## src/rtl/instr_fetch_unit.sv

```systemverilog
// instr_fetch_unit
//   Single-outstanding instruction fetch stage. It issues one instruction-memory
//   read at the current PC, latches the returned word, and holds it for decode.
//   When decode consumes the word, the PC moves to PC+4 or to the branch target.
//
// Optional feature (macro IFU_HALT_ON_ZERO_EN):
//   When defined, a fetched word of 32'h0 sends the unit to HALT. Only reset
//   leaves HALT. When undefined, 32'h0 is an ordinary instruction and o_halted
//   is tied to 0.
//
// Parameters
//   RESET_PC       PC value loaded on reset
// Ports
//   i_clk          clock; all state updates on its rising edge
//   i_rst          synchronous active-high reset
//   o_imemReq      instruction-memory read request
//   o_imemAddr     read address (current PC)
//   i_imemAck      i_imemData is valid for the current request
//   i_imemData     fetched instruction word
//   i_advance      decode consumed the held instruction
//   i_PCSrc        take the branch target as next PC
//   i_branchTarget branch target address (low two bits ignored)
//   o_instr        latched instruction word
//   o_opCode       o_instr[31:21]
//   o_PC           address of o_instr
//   o_instrValid   o_instr/o_opCode/o_PC are valid
//   o_halted       unit is halted
module instr_fetch_unit #(
  parameter logic [63:0] RESET_PC = 64'h0
) (
  input  logic        i_clk,
  input  logic        i_rst,
  output logic        o_imemReq,
  output logic [63:0] o_imemAddr,
  input  logic        i_imemAck,
  input  logic [31:0] i_imemData,
  input  logic        i_advance,
  input  logic        i_PCSrc,
  input  logic [63:0] i_branchTarget,
  output logic [31:0] o_instr,
  output logic [10:0] o_opCode,
  output logic [63:0] o_PC,
  output logic        o_instrValid,
  output logic        o_halted
);

`ifdef IFU_HALT_ON_ZERO_EN
  typedef enum logic [1:0] {FETCH = 2'd0, HOLD = 2'd1, HALT = 2'd2} state_t;
`else
  typedef enum logic [1:0] {FETCH = 2'd0, HOLD = 2'd1} state_t;
`endif

  state_t      state;
  state_t      next_state;
  logic [63:0] pc;
  logic [31:0] instr;

  // Instruction addresses are word aligned, so the low bits of the target
  // carry no information.
  logic        unused_tgt_bits;
  assign unused_tgt_bits = ^i_branchTarget[1:0];

  // A word is accepted only while a request is outstanding. Acks that arrive
  // in HOLD or HALT are stale and are dropped here.
  logic take_ack;
  logic take_adv;
  assign take_ack = (state == FETCH) && i_imemAck;
  assign take_adv = (state == HOLD) && i_advance;

  // State register
  always_ff @(posedge i_clk) begin
    if (i_rst) state <= FETCH;
    else       state <= next_state;
  end

  // Next-state logic
  always_comb begin
    next_state = state;
    case (state)
      FETCH: begin
        if (i_imemAck) begin
`ifdef IFU_HALT_ON_ZERO_EN
          if (i_imemData == 32'h0) next_state = HALT;
          else                     next_state = HOLD;
`else
          next_state = HOLD;
`endif
        end
      end
      HOLD: if (i_advance) next_state = FETCH;
`ifdef IFU_HALT_ON_ZERO_EN
      HALT: next_state = HALT;
`endif
      default: next_state = FETCH;
    endcase
  end

  // Datapath: PC and the latched instruction word. Branch select and target
  // are looked at only on the advance that ends a HOLD.
  // Under HALT the PC is never written again, so it stays frozen.
  always_ff @(posedge i_clk) begin
    if (i_rst) begin
      pc    <= RESET_PC;
      instr <= 32'h0;
    end else begin
      if (take_ack) instr <= i_imemData;
      if (take_adv) pc    <= i_PCSrc ? {i_branchTarget[63:2], 2'b00} : pc + 64'd4;
    end
  end

  // Output logic
  always_comb begin
    // The request is masked by i_rst so that it drops while reset is held.
    // It rises in the first cycle after reset releases. A fetch that was in
    // flight when reset arrived is therefore abandoned and reissued from
    // RESET_PC.
    o_imemReq    = (state == FETCH) && !i_rst;
    o_imemAddr   = pc;
    o_instr      = instr;
    o_opCode     = instr[31:21];
    o_PC         = pc;
    o_instrValid = (state == HOLD);
`ifdef IFU_HALT_ON_ZERO_EN
    o_halted     = (state == HALT);
`else
    o_halted     = 1'b0;
`endif
  end

endmodule

```

## config.mk

```make
export PLATFORM = sky130hd
export DESIGN_NAME = instr_fetch_unit
export DESIGN_NICKNAME = d
export VERILOG_FILES = /design/src/rtl/instr_fetch_unit.sv
export SDC_FILE = /design/constraint.sdc
export NUM_CORES = 1
export LEC_CHECK = 0
export BUFFER_PORTS_ARGS = -buffer_cell sky130_fd_sc_hd__buf_2
export CAP_MARGIN = 20
export CORE_MARGIN = 2
export CORE_UTILIZATION = 40
export CTS_CLUSTER_SIZE = 20
export DETAILED_ROUTE_END_ITERATION = 8
export GPL_TIMING_DRIVEN = 0
export PLACE_DENSITY = 0.72
export RECOVER_POWER = 100
export SLEW_MARGIN = 20
export SYNTH_ARGS = -nofsm -noshare
export SYNTH_HDL_FRONTEND = slang
export SYNTH_SLANG_ARGS = --single-unit
```

## constraint.sdc

```tcl
create_clock -name i_clk -period 3.23 [get_ports i_clk]
set_input_delay 0 -clock i_clk [delete_from_list [all_inputs] [get_ports i_clk]]
set_output_delay 0 -clock i_clk [all_outputs]
set_load 0.03 [all_outputs]
```

==> results.toml <==
[critical_path]
worstReg2RegStart = "o_PC[4]"
cp-end-kind = "flip-flop"
start_kind = "flip-flop"
path_class = "reg -> reg"
reg2reg_setup_slack_ns = 0.38
cp.arrival_ns = 3.06
worstRegToRegCells = 7
cp_data_required_time_ns = 3.44
timing.rr.end = "o_PC[37]"
path_max_fanout = 10

[timing]
rsz0062_at_grt = "no"
skew_ns = 0.00974
hold_viol = 0
post-route-min-period_ns = 2.85
worstMarginPinSlew_ns = 0.959
slew_viol_final = 0
period_share_pct = 88.2
finalSetupViolations = 0
timing.setup.tns_ns = 0
max_freq_mhz = 351
slew_headroom_pct = 35.6

[pwr]
clkPwrFrac_pct = 35.9
total_power_uw = 3050
ir_drop_mv = 0.265
p_int_uw = 2090
p_sw_uw = 953
p_seq_share_pct = 42.2
p_leak_uw = 0.00324
combPwrFrac_pct = 21.9
power_density_mw_per_mm2 = 374
switching_share_pct = 31.3

[clock_network]
root_buffer = "clkbuf_16"
clock_latency_ns = 0.35
clkTransAtPathRegs_ns = 0.07
h-tree-depth = 3
cts_setup_buffers = 0
cts_tree = "done"
cts_made_buffers = 9
cts.sink_count = 95
clockBufferDepth = 2

[synth]
synth_top_area_share_pct = 34.0
yosysTopAreaCell = "dfxtp_1"
syn_area_sq_mm = 0.00559
seq_area_frac_synth_pct = 34.0
synthTopCellsByArea = "dfxtp_1, buf_4, nand2_1, o21ai_0, a21oi_1"
synth-async-reset-ratio_pct = 0
synth_edf_count = 0
ys_seq_elements = 95
syn_inst = 754
syn_avg_cell_area_sq_um = 7.41
synth.most_common_cell = "nand2_1"
yosysWarnings = 0
synth_common_cells = "nand2_1, dfxtp_1, buf_4"
synth_cell_types = 55
synthFlopType = "dfxtp_1"

[finish]
fin_nets = 1228
layout-drive-gt1-share_pct = 17.9
antenna_cells = 0
area_growth_pct = 45.8
utilization_pct = 59.1

[hold_path]
whs_path_depth = 3
min_path_type = "in -> reg"
min_from = "i_branchTarget[44]"
min_to = "o_PC[44]"

[global_route]
grt_usage_pct = 28.9
grt_pass1_vias = 6363
overflow = 0
antenna_found_initial = 0
grt_max_degree = 16
grt_pass1_wl_mm = 33.3

[route]
vias_per_cell = 5.51
ant_nets = 0
drt_wl_total_mm = 22.6
drc = 0
drtIter0Drc = 724
vias = 7228
wl_per_cell_um = 17.2
dr.pass1.iters = 5

[floorplan]
core_sq_mm = 0.0138
dieArea_sq_mm = 0.0149
start_util_pct = 40.6
num_rows = 43
pin_count = 275
die_x_um = 122
die_h_um = 122

[placed_design]
dp_hpwl_mm = 15.6
portBuffers = 265
gp_congestion = 0.941

[outcome]
status = "finished, final reports clean"

[job]
drv_cap = 0
-- cells in the final DEF (no fill, tap or decap), types with 2 or more instances in the layout --
cell type / synthesis / final
and3_1: 13 / 13
o22ai_1: 3 / 3
a31oi_1: 12 / 12
nor4_1: 14 / 14
a32oi_1: 6 / 6
o31a_1: 3 / 3
a21o_1: 2 / 2
o2bb2ai_1: 4 / 4
or3_1: 2 / 2
o211ai_1: 5 / 5
nand4_1: 25 / 25
clkbuf_16: 0 / 9
inv_1: 8 / 8
buf_4: 78 / 78
a21oi_1: 63 / 63
clkbuf_1: 39 / 214
nand2_1: 122 / 122
clkinv_2: 0 / 3
xnor2_1: 2 / 2
xor2_1: 5 / 5
and4_1: 10 / 10
and2_1: 6 / 5
dfxtp_1: 95 / 95
o21ai_0: 71 / 72
nand4b_1: 3 / 3
nand2b_1: 2 / 2
nor2_1: 43 / 43
a221o_1: 7 / 7
mux2i_1: 2 / 2
dlygate4sd3_1: 0 / 92
nand3_1: 34 / 34
a22oi_1: 17 / 17
buf_2: 5 / 98
conb_1: 1 / 5
clkinvlp_4: 0 / 2
o311ai_0: 2 / 3
nor3_1: 22 / 22
-- critical path, stage by stage, from the launching register on --
cell,delay [ns]
dfxtp_1,0.36
clkbuf_1,0.29
nand4_1,0.30
or4_1,0.54
nor4_2,0.74
nand3_1,0.21
xor2_1,0.19
o21ai_0,0.08
-- area by class of cell --
class	instances	area, sq um
Fill cell	1366	5630
Clock inverter	6	60.1
Buffer	127	773
Clock buffer	10	239
Sequential cell	95	1900
Tap cell	180	225
Timing Repair Buffer	357	2040
Inverter	8	30.0
Multi-Input combinational cell	528	2880
-- repair_timing --
item / 4_1_cts / 5_1_grt
hold buffers: 92 / 0
resized for setup: 0 / 0
endpoints found under the hold margin: 92 / 0
-- registers in the layout, indices dropped and copies added, names as in the netlist --
name,count
o_PC,62
o_instr,32
state,1
-- routing by layer --
layer / global-route usage (%) / part of all wire (%) / wire, um
met5: 0 / 0 / 0
met1: 36.0 / 40 / 9070
met2: 48.7 / 47 / 10700
met3: 5.43 / 9.6 / 2180
met4: 12.2 / 3.1 / 712
-- through the flow --
| stage | hold WS, ns | setup slack [ns] | instance area (sq um) | instances |
|---|---|---|---|---|
| 5_1_grt | 0.00953 | 0.178 | 8140 | 1311 |
| 2_1_floorplan | 0.109 | 0.967 | 5600 | 758 |
| 6_report | 0.00850 | 0.382 | 8140 | 1311 |
| 3_5_place_dp | 0.205 | 0.508 | 7150 | 1203 |
| 3_3_place_gp | 0.206 | 0.538 | 7150 | 1203 |
| 4_1_cts | 0.00711 | 0.485 | 8370 | 1311 |
-- how the worst max path moves through the flow --
stage,start,to,depth (start not counted),slack (ns)
CTS,state[0],o_PC[47],7,0.48
finish,o_PC[4],o_PC[37],7,0.38
global placement,state[0],o_PC[47],7,0.54
global route,o_PC[4],o_PC[55],8,0.18
detailed placement,state[0],o_PC[47],7,0.51
floorplan,o_PC[2],o_PC[60],8,0.97
-- cell families after synthesis --
| kind of cell | synth area share (%) |
|---|---|
| flops | 34.0 |
| buf+inv | 14.5 |
| compound gates | 21.8 |
| xor+xnor | 1.10 |
| fa+ha+maj | 0.224 |
| other cells | 0.0671 |
| mux | 0.560 |
| simple gates | 27.7 |
-- power by group through the flow --
stage	combinational, uW	clock (uW)	sequential (uW)
after floorplan	285	0	1390
after global placement	589	0	1310
after detailed placement	592	0	1310
after CTS	680	1110	1280
after global routing	713	1160	1290
final	667	1090	1290
Power figures use the tool's default switching activity.
